==> config.mk <==
export PLATFORM = sky130hd
export DESIGN_NAME = sdf_stage_ctrl
export DESIGN_NICKNAME = d
export VERILOG_FILES = /design/src/rtl/sdf_stage_ctrl.sv
export SDC_FILE = /design/constraint.sdc
export NUM_CORES = 1
export LEC_CHECK = 0
export ABC_AREA = 1
export CORE_ASPECT_RATIO = 0.9
export CORE_MARGIN = 2
export CORE_UTILIZATION = 40
export CTS_BUF_LIST = sky130_fd_sc_hd__clkbuf_2
export DETAILED_ROUTE_END_ITERATION = 10
export PLACE_DENSITY = 0.81
export SETUP_SLACK_MARGIN = 0.1
export SLEW_MARGIN = 20
export SYNTH_ARGS = -nofsm -noshare
export SYNTH_HDL_FRONTEND = slang
export SYNTH_SLANG_ARGS = --single-unit
==> constraint.sdc <==
create_clock -name clk -period 2.72 [get_ports clk]
set_input_delay 0.408 -clock clk [delete_from_list [all_inputs] [get_ports clk]]
set_output_delay 0.408 -clock clk [all_outputs]
set_load 0.01 [all_outputs]
==> src/rtl/sdf_stage_ctrl.sv <==
// Sequencer for one radix-2 single-path delay-feedback FFT stage: counts accepted
// samples, drives delay-line shift, butterfly/fill select, twiddle address and frame-end flush.
module sdf_stage_ctrl #(
  parameter int N     = 32,
  parameter int DEPTH = 8,
  parameter int DW    = 14,
  parameter int TW_AW = 4
) (
  input  logic                 clk,
  input  logic                 rst,
  input  logic                 valid_i,
  input  logic signed [DW-1:0] data_in_r,
  input  logic signed [DW-1:0] data_in_i,
  output logic                 ready_o,
  output logic signed [DW-1:0] data_out_r,
  output logic signed [DW-1:0] data_out_i,
  output logic                 shift_en,
  output logic                 bf_sel,
  output logic                 valid_o,
  output logic                 tw_en,
  output logic [TW_AW-1:0]     tw_addr,
  output logic                 busy
);

  localparam int CW = $clog2(N);
  localparam int SH = $clog2(N / (2 * DEPTH));
  localparam logic [CW-1:0] P_LAST = CW'(2 * DEPTH - 1);
  localparam logic [CW-1:0] D_MASK = CW'(DEPTH - 1);
  localparam logic [CW-1:0] D_BIT  = CW'(DEPTH);

  typedef enum logic [1:0] {S_IDLE, S_RUN, S_FLUSH} state_t;

  state_t           r_state;
  logic [CW-1:0]    r_cnt;
  logic [CW-1:0]    r_fcnt;
  logic             r_first_blk;

  logic             w_accept;
  logic [CW-1:0]    w_cnt;
  logic             w_bf_phase;
  logic             w_blk_end;
  logic             w_first;
  logic             w_start_flush;
  logic             w_flush_step;
  logic [CW-1:0]    w_flush_idx;
  logic [TW_AW-1:0] w_tw_fill;
  logic [TW_AW-1:0] w_tw_flush;

  assign ready_o  = (r_state != S_FLUSH);
  assign busy     = (r_state != S_IDLE);
  assign w_accept = valid_i & ready_o;

  // A sample accepted in IDLE always opens a frame at position 0.
  assign w_cnt      = (r_state == S_IDLE) ? '0 : r_cnt;
  assign w_bf_phase = (w_cnt & D_BIT) != '0;
  assign w_blk_end  = (w_cnt & P_LAST) == P_LAST;
  assign w_first    = (r_state == S_IDLE) | r_first_blk;

  // In RUN, cnt == 0 only right after a frame wrapped; a gap there ends the stream.
  assign w_start_flush = (r_state == S_RUN) & (r_cnt == '0) & ~valid_i;
  assign w_flush_step  = w_start_flush | ((r_state == S_FLUSH) & (r_fcnt != D_MASK));
  assign w_flush_idx   = w_start_flush ? '0 : r_fcnt + CW'(1);

  assign w_tw_fill  = TW_AW'(w_cnt & D_MASK) << SH;
  assign w_tw_flush = TW_AW'(w_flush_idx) << SH;

  always_ff @(posedge clk) begin
    // NOTE: reset is synchronous; every register, including the data pass-through, is cleared.
    if (rst) begin
      r_state     <= S_IDLE;
      r_cnt       <= '0;
      r_fcnt      <= '0;
      r_first_blk <= 1'b0;
      data_out_r  <= '0;
      data_out_i  <= '0;
      shift_en    <= 1'b0;
      bf_sel      <= 1'b0;
      valid_o     <= 1'b0;
      tw_en       <= 1'b0;
      tw_addr     <= '0;
    end else begin
      shift_en <= 1'b0;
      valid_o  <= 1'b0;
      tw_en    <= 1'b0;

      case (r_state)
        S_IDLE: begin
          r_first_blk <= 1'b1;
          if (w_accept) r_state <= S_RUN;
        end
        S_RUN: begin
          if (w_start_flush) begin
            r_state <= S_FLUSH;
            r_fcnt  <= '0;
          end
        end
        S_FLUSH: begin
          if (r_fcnt == D_MASK) r_state <= S_IDLE;
          else                  r_fcnt  <= w_flush_idx;
        end
        default: r_state <= S_IDLE;
      endcase

      if (w_accept) begin
        r_cnt      <= w_cnt + CW'(1);
        data_out_r <= data_in_r;
        data_out_i <= data_in_i;
        shift_en   <= 1'b1;
        bf_sel     <= w_bf_phase;
        if (w_bf_phase) begin
          valid_o <= 1'b1;
          tw_addr <= '0;
          if (w_blk_end) r_first_blk <= 1'b0;
        end else begin
          // The first block's fill phase only primes the delay line.
          valid_o <= ~w_first;
          tw_en   <= ~w_first;
          tw_addr <= w_tw_fill;
        end
      end

      if (w_flush_step) begin
        shift_en <= 1'b1;
        bf_sel   <= 1'b0;
        valid_o  <= 1'b1;
        tw_en    <= 1'b1;
        tw_addr  <= w_tw_flush;
      end
    end
  end

endmodule

==> flow_summary.yaml, run 1 <==
synthesis:
  synth-adder-area-share_pct: 1.27
  yosys.area_share.xor_xnor_pct: 0
  ys_warn_count: 0
  synth_area_um2: 1980
  synth.ff_latch_count: 48
  synth-simple-area-share_pct: 29.3
  synth_top_family_by_area: "simple AND/OR/NAND/NOR gates"
  synth.mux.area_fraction_pct: 0
  syn_area_per_cell_um2: 7.27
  yosysSeqAreaShare_pct: 48.6
  synth.distinct_cells: 22
  netlist_instances: 272
  synth_compound_area_share_pct: 11.8
  syn-num-nets: 305
detailed_routing:
  wl_um: 4640
  wl_per_cell_um: 11.6
  drc: 0
  drt_first_pass_iters: 4
  vias: 1908
  drt_iter0_markers: 124
  ant_nets: 0
  vias_per_cell: 4.77
clock_tree:
  htree_levels: 2
  clockRootBuffer: "clkbuf_2"
  cts_resized: 0
  clock_path_buffers: 2
  cts_tree: "built"
  cts.clk_slew.worst_paths_ns: 0.23
  clk_latency_ns: 0.42
  cts_sinks: 48
  numCtsBuffers: 5
  cts_setup_buffers: 0
  holdBufCountCts: 0
cells_and_area:
  final_common_cell: "nor2_1"
  final_cell_mix: "79 x nor2_1, 67 x clkdlybuf4s50_1, 48 x dfxtp_1"
  finalNetCount: 367
  nFillCells: 483
  diodes: 0
  layout-drive-gt1-share_pct: 4.48
  area_growth_pct: 36.7
sta:
  setup_viol: 0
  skew_ns: 0.0160
  setup_ws_ns: 0.623
  timing.final.crit_period_ns: 2.10
  setup_tns_ns: 0
  finalHoldViolations: 0
  fmax_mhz: 477
  post-route-period-util_pct: 77.1
  slew_headroom_pct: 57.5
  tightest_slew_ns: 0.636
  rsz0062_at_grt: "false"
  slew_viol_final: 0
worst_hold_path:
  min_from: "r_fcnt[1]$_SDFFE_PP0P_"
  hold_depth: 2
  hold_path.class: "reg -> reg"
place:
  port_buffers: 67
  gp_congestion: 0.873
  pre_cts_ws_ns: 0.699
  place_hpwl_um: 3350
critical_path:
  crit_type: "reg -> out"
  required_ns: 2.31
  cp-start-kind: "flop"
  path_max_fanout: 5
  crit-reg2reg-launch: "r_state[1]$_SDFFE_PP0P_"
  crit_start: "r_state[0]$_SDFFE_PP0P_"
  reg2regPathDepth: 7
  end_kind: "output port"
  arrival_ns: 1.69
global_route:
  grt_usage_pct: 17.4
  grt_max_degree: 36
  gr-total-overflow: 0
  grt_pass1_wl_um: 7760
  grt_pass1_vias: 1800
  grt_antenna_before_repair: 0
pwr:
  max-vdd-ir-drop_mv: 0.277
  seq_power_share_pct: 57.2
  swShare_pct: 28.6
  combPwrFrac_pct: 21.8
  p_sw_uw: 391
  p_int_uw: 973
  p_leak_uw: 0.00115
  power_density_nw_per_um2: 504
  p_clk_share_pct: 21.0
die:
  die_width_um: 78.1
  core_um2: 4800
  rows: 24
  start_util_pct: 41.2
  fp.dieArea_um2: 5520
  io-pin-count: 69
  die_h_um: 70.7
job:
  drv_cap: 0
outcome:
  status: "completed"
-- routing by layer --
layer | share of wire (%) | GRT usage, % | wire [um]
met4 | 1.1 | 6.82 | 49
met5 | 0 | 0 | 0
met2 | 46 | 27.3 | 2150
met3 | 9.5 | 8.04 | 441
met1 | 43 | 21.0 | 1990
-- power by group through the flow --
stage	combinational [uW]	clock (uW)	sequential, uW
after floorplan	129	0	811
after global placement	293	0	794
after detailed placement	298	0	794
after CTS	299	293	781
after global routing	328	333	788
final	297	286	781
-- worst max-delay path, stage by stage, from the launching register on --
cell,delay [ns]
dfxtp_1,0.50
inv_1,0.06
nand2_1,0.15
clkdlybuf4s50_1,0.56
-- synthesized netlist by cell type, drive strengths merged --
cell type  instances  area [um2]
dfxtp             48         961
clkbuf             5        22.5
nand4              4        25.0
nor2              81         319
ha                 2        25.0
nand2             34         133
nand3b             1        7.51
nor3               3        15.0
o21bai             1        7.51
o21ai             34         170
inv               22        82.6
buf                9        71.3
conb               1        3.75
nand3             16        80.1
a21oi             11        55.1
-- registers in the layout, indices dropped and copies added (netlist names), 2 cells and up --
register / count
r_state: 2
data_out_i: 14
r_fcnt: 5
data_out_r: 14
tw_addr: 3
r_cnt: 5
-- cell families (layout without fill, tap and decap cells) --
family,after synthesis,after routing
adders and majority gates,2,2
other,1,1
buffers and inverters,36,99
AOI/OAI and AO/OA,46,46
and+or+nand+nor,139,139
DFF,48,48
-- area by class of cell --
cell class	count	area (um2)	share of cell area [%]
well taps	65	81.3	3.01
clock inverters	2	11.3	0.416
inverters	22	82.6	3.05
multi-input cells	188	841	31.1
repair buffers	69	698	25.8
flip-flops and latches	48	961	35.5
clock buffers	6	30.0	1.11
-- stage by stage --
step,util [%],hold slack (ns),instances,cell area [um2],total power (uW)
4_1_cts,56.3,0.513,400,2710,1370
3_5_place_dp,55.4,0.489,392,2660,1090
6_report,56.3,0.528,400,2710,1360
5_1_grt,56.3,0.469,400,2710,1450
3_3_place_gp,55.4,0.477,392,2660,1090
2_1_floorplan,-,0.453,272,1980,940
-- final timing paths --
kind / slack (ns) / endpoint
setup / recovery: 0.62 / busy
hold / removal: 0.53 / r_fcnt[1]$_SDFFE_PP0P_
setup reg to reg: 1.01 / tw_en$_SDFF_PP0_
hold reg to reg: 0.53 / r_fcnt[1]$_SDFFE_PP0P_
No activity file was read; power rests on OpenSTA's default activity.
==> inputs of run 2 (changes only) <==
clock period = 2 ns   (was 2.72 ns; I/O delays follow)
==> flow_summary.yaml, run 2 (synthesized netlist as in run 1, its figures left out) <==
global_route:
  grt_usage_pct: 16.9
  grt_pass1_vias: 1759
  grt_antenna_before_repair: 0
  gr-total-overflow: 0
  grt_pass1_wl_um: 7450
  grt_max_degree: 32
pwr:
  p_int_uw: 1570
  p_clk_share_pct: 29.5
  combPwrFrac_pct: 19.6
  p_leak_uw: 0.00120
  swShare_pct: 24.7
  finalPower_uw: 2090
  power_density_nw_per_um2: 751
  seq_power_share_pct: 50.9
  max-vdd-ir-drop_mv: 0.416
  p_sw_uw: 517
sta:
  setup_tns_ns: 0
  timing.final.crit_period_ns: 1.80
  slew_viol_final: 0
  setup_viol: 0
  finalHoldViolations: 0
  fmax_mhz: 557
  rsz0062_at_grt: "false"
  skew_ns: 0.0163
  post-route-period-util_pct: 89.8
place:
  place_hpwl_um: 3230
  port_buffers: 67
  gp_congestion: 0.903
  dpl.cell_count: 396
cells_and_area:
  nFillCells: 458
  final_cell_mix: "79 x nor2_1, 66 x clkdlybuf4s50_1, 47 x dfxtp_1"
  final_cells: 404
  finalNetCount: 372
  diodes: 0
  multi_input_area_um2: 841
  final_common_cell: "nor2_1"
  layout-drive-gt1-share_pct: 6.19
  seqCellArea_um2: 965
  area_growth_pct: 40.5
  top_regs: "data_out_i (14), data_out_r (14)"
clock_tree:
  clk_latency_ns: 0.41
  cts.clk_slew.worst_paths_ns: 0.22
  clockRootBuffer: "clkbuf_2"
  htree_levels: 2
  cts_tree: "built"
  holdBufCountCts: 0
  numCtsBuffers: 5
  clock_path_buffers: 2
  cts_sinks: 48
critical_path:
  arrival_ns: 1.50
  cp-start-kind: "flop"
  path_cells: "inv_2 > nor2_4 > inv_2 > clkdlybuf4s50_1"
  cpMaxStageDelayCell: "clkdlybuf4s50_1"
  end_kind: "output port"
  cpMostUsedCell: "inv_2"
  required_ns: 1.70
  slowest_delay_ns: 0.46
  path_max_fanout: 4
  crit_type: "reg -> out"
job:
  drv_cap: 0
die:
  rows: 24
  die_width_um: 78.1
  die_h_um: 70.7
  fp.dieArea_um2: 5520
  io-pin-count: 69
  core_um2: 4800
  start_util_pct: 41.2
outcome:
  status: "completed"
detailed_routing:
  drt_first_pass_iters: 4
  drc: 0
  wl_um: 4550
  wl_per_cell_um: 11.3
  drt_iter0_markers: 76
  vias: 1908
  vias_per_cell: 4.72
  ant_nets: 0
worst_hold_path:
  hold_path.class: "in -> reg"
run 2: path summary, 6_finish.rpt:
check | from | to | cells after the start | slack, ns
worst max-delay path | r_state[1]$_SDFFE_PP0P_ | ready_o | 4 | 0.20
worst min register to register | r_fcnt[1]$_SDFFE_PP0P_ | r_fcnt[1]$_SDFFE_PP0P_ | 2 | 0.52
worst min-delay path | data_in_r[13] | data_out_r[13]$_SDFFE_PP0P_ | 3 | 0.44
worst max register to register | r_fcnt[0]$_SDFFE_PP0P_ | r_fcnt[3]$_SDFFE_PP0P_ | 8 | 0.41
run 2: power by group through the flow:
stage	combinational (uW)	clock (uW)	sequential [uW]
floorplan	176	0	1100
global placement	403	0	1080
detailed placement	409	0	1080
CTS	413	636	1060
global route	451	678	1070
finish	409	617	1060
run 2: layout make-up:
class	count	share of cell area, %
Clock buffer	5	0.900
Clock inverter	2	2.16
Inverter	22	2.97
Multi-Input combinational cell	188	30.2
Sequential cell	48	34.7
Tap cell	65	2.93
Timing Repair Buffer	74	26.1
run 2: critical path, delay by kind of cell (launching register included):
kind | cells | cell delay (ns)
buffers and inverters | 3 | 0.58
DFF | 1 | 0.39
and+or+nand+nor | 1 | 0.13
run 2: timing repair:
item / in CTS / in global routing
resized for setup: 1 / 2
buffers inserted: 1 / 0
setup endpoints to repair: 2 / 1
hold endpoints to repair: 0 / 0
pin swaps: 1 / 0
run 2: stage by stage:
step	hold WS (ns)	cell area, um2	worst slack (ns)	utilization, %
3_3_place_gp	0.466	2680	0.205	55.8
5_1_grt	0.388	2780	0.108	57.9
6_report	0.440	2780	0.205	57.9
2_1_floorplan	0.435	1980	0.686	-
4_1_cts	0.410	2780	0.0911	57.8
3_5_place_dp	0.497	2680	0.199	55.8
run 2: metal layers:
layer / global-route usage [%] / up-vias / part of all wire (%)
li1: - / 997 / -
met1: 20.3 / 847 / 45
met3: 7.78 / 5 / 7.6
met2: 27.3 / 59 / 46
met5: 0 / - / 0
met4: 4.87 / 0 / 0.77
==> inputs of run 3 (changes only) <==
--- a/config.mk
+++ b/config.mk
@@ -8,2 +8,3 @@
 export ABC_AREA = 1
+export ABC_CLOCK_PERIOD_IN_PS = 2000
 export CORE_ASPECT_RATIO = 0.9
@@ -12,2 +13,3 @@
 export CTS_BUF_LIST = sky130_fd_sc_hd__clkbuf_2
+export CTS_CLUSTER_SIZE = 20
 export DETAILED_ROUTE_END_ITERATION = 10
--- a/constraint.sdc
+++ b/constraint.sdc
@@ -3,2 +3,2 @@
 set_output_delay 0.3 -clock clk [all_outputs]
-set_load 0.01 [all_outputs]
+set_load 0.1 [all_outputs]
==> flow_summary.yaml, run 3 (synthesized netlist as in run 1, its figures left out) <==
outcome:
  status: "completed"
job:
  drv_cap: 0
die:
  io-pin-count: 69
  die_h_um: 70.7
  die_width_um: 78.1
  fp.dieArea_um2: 5520
  core_um2: 4800
  rows: 24
  start_util_pct: 41.2
detailed_routing:
  vias: 1913
  wl_per_cell_um: 11.3
  drt_iter0_markers: 115
  vias_per_cell: 4.71
  drt_first_pass_iters: 4
  drc: 0
  wl_um: 4590
  ant_nets: 0
cells_and_area:
  final_cell_mix: "79 x nor2_1, 48 x dfxtp_1, 43 x buf_4"
  diodes: 0
  nFillCells: 473
  final_common_cell: "nor2_1"
  finalNetCount: 373
  top_regs: "data_out_i (14), data_out_r (14)"
  layout-drive-gt1-share_pct: 17.0
  area_growth_pct: 35.1
global_route:
  gr-total-overflow: 0
  grt_max_degree: 22
  grt_pass1_vias: 1907
  grt_usage_pct: 18.0
  grt_antenna_before_repair: 0
  grt_pass1_wl_um: 8070
clock_tree:
  cts_tree: "built"
  numCtsBuffers: 5
  clockRootBuffer: "clkbuf_2"
  htree_levels: 2
  cts_setup_buffers: 0
  clk_latency_ns: 0.45
  cts_sinks: 48
  cts.clk_slew.worst_paths_ns: 0.25
  cts_resized: 0
  holdBufCountCts: 0
  clock_path_buffers: 2
pwr:
  combPwrFrac_pct: 35.7
  max-vdd-ir-drop_mv: 0.475
  p_clk_share_pct: 17.6
  power_density_nw_per_um2: 852
  swShare_pct: 42.4
  p_sw_uw: 965
  p_int_uw: 1310
  finalPower_uw: 2280
  p_leak_uw: 0.00123
  seq_power_share_pct: 46.6
sta:
  setup_tns_ns: 0
  setup_viol: 0
  rsz0062_at_grt: "false"
  slew_viol_final: 0
  skew_ns: 0.0251
  finalHoldViolations: 0
  fmax_mhz: 582
  post-route-period-util_pct: 86.0
  timing.final.crit_period_ns: 1.72
place:
  gp_congestion: 0.887
  place_hpwl_um: 3320
  port_buffers: 67
critical_path:
  crit_type: "reg -> out"
  cp-start-kind: "flop"
  arrival_ns: 1.42
  path_max_fanout: 8
  required_ns: 1.70
  end_kind: "output port"
worst_hold_path:
  hold_path.class: "in -> reg"
## run 3: cell types whose count changed in the layout (fill, tap and decap cells not counted), sizes merged
cell | before | now
clkinvlp | 0 | 2
bufinv | 2 | 0
clkinv | 0 | 1
dlymetal6s2s | 1 | 0
clkdlybuf4s50 | 66 | 30
buf | 7 | 45
## run 3: cell type report
cell class                      count  area [um2]  share of cell area (%)
Sequential cell                    48         961                    36.0
Inverter                           22        82.6                    3.09
Clock buffer                        5        25.0                   0.936
Multi-Input combinational cell    188         841                    31.5
Timing Repair Buffer               75         663                    24.8
Clock inverter                      3        18.8                   0.702
Tap cell                           65        81.3                    3.04
## run 3: final timing paths
check | cells after the start | slack, ns | end | start
max | 4 | 0.28 | ready_o | r_state[1]$_SDFFE_PP0P_
min | 3 | 0.39 | data_out_r[12]$_SDFFE_PP0P_ | data_in_r[12]
max reg2reg | 8 | 0.42 | r_fcnt[3]$_SDFFE_PP0P_ | r_fcnt[0]$_SDFFE_PP0P_
min reg2reg | 2 | 0.53 | r_cnt[0]$_SDFFE_PP0P_ | r_cnt[0]$_SDFFE_PP0P_
## run 3: power by group through the flow
stage	clock network, uW	registers (uW)	logic, uW
floorplan	0	1480	209
global placement	0	1080	807
detailed placement	0	1080	816
CTS	414	1060	816
global route	452	1070	860
finish	402	1060	814
## run 3: critical path: stages, from the launching register on
cell,delay (ns)
dfxtp_1,0.41
inv_2,0.07
nor2_4,0.22
inv_2,0.10
buf_12,0.17
## run 3: per-layer routing
| metal | GRT usage (%) | up-vias | routed length [um] |
|---|---|---|---|
| met5 | 0 | - | 0 |
| met4 | 6.04 | 0 | 55 |
| met3 | 6.63 | 6 | 401 |
| met2 | 30.5 | 65 | 2090 |
| met1 | 21.3 | 846 | 2050 |
| li1 | - | 996 | - |
## run 3: stage by stage
step	cells	util (%)	cell area, um2	hold slack (ns)	setup slack, ns
2_1_floorplan	272	-	1980	0.435	0.306
3_3_place_gp	398	54.7	2630	0.475	0.276
3_5_place_dp	398	54.7	2630	0.498	0.203
4_1_cts	406	55.6	2670	0.377	0.280
5_1_grt	406	55.6	2670	0.371	0.160
6_report	406	55.6	2670	0.394	0.281
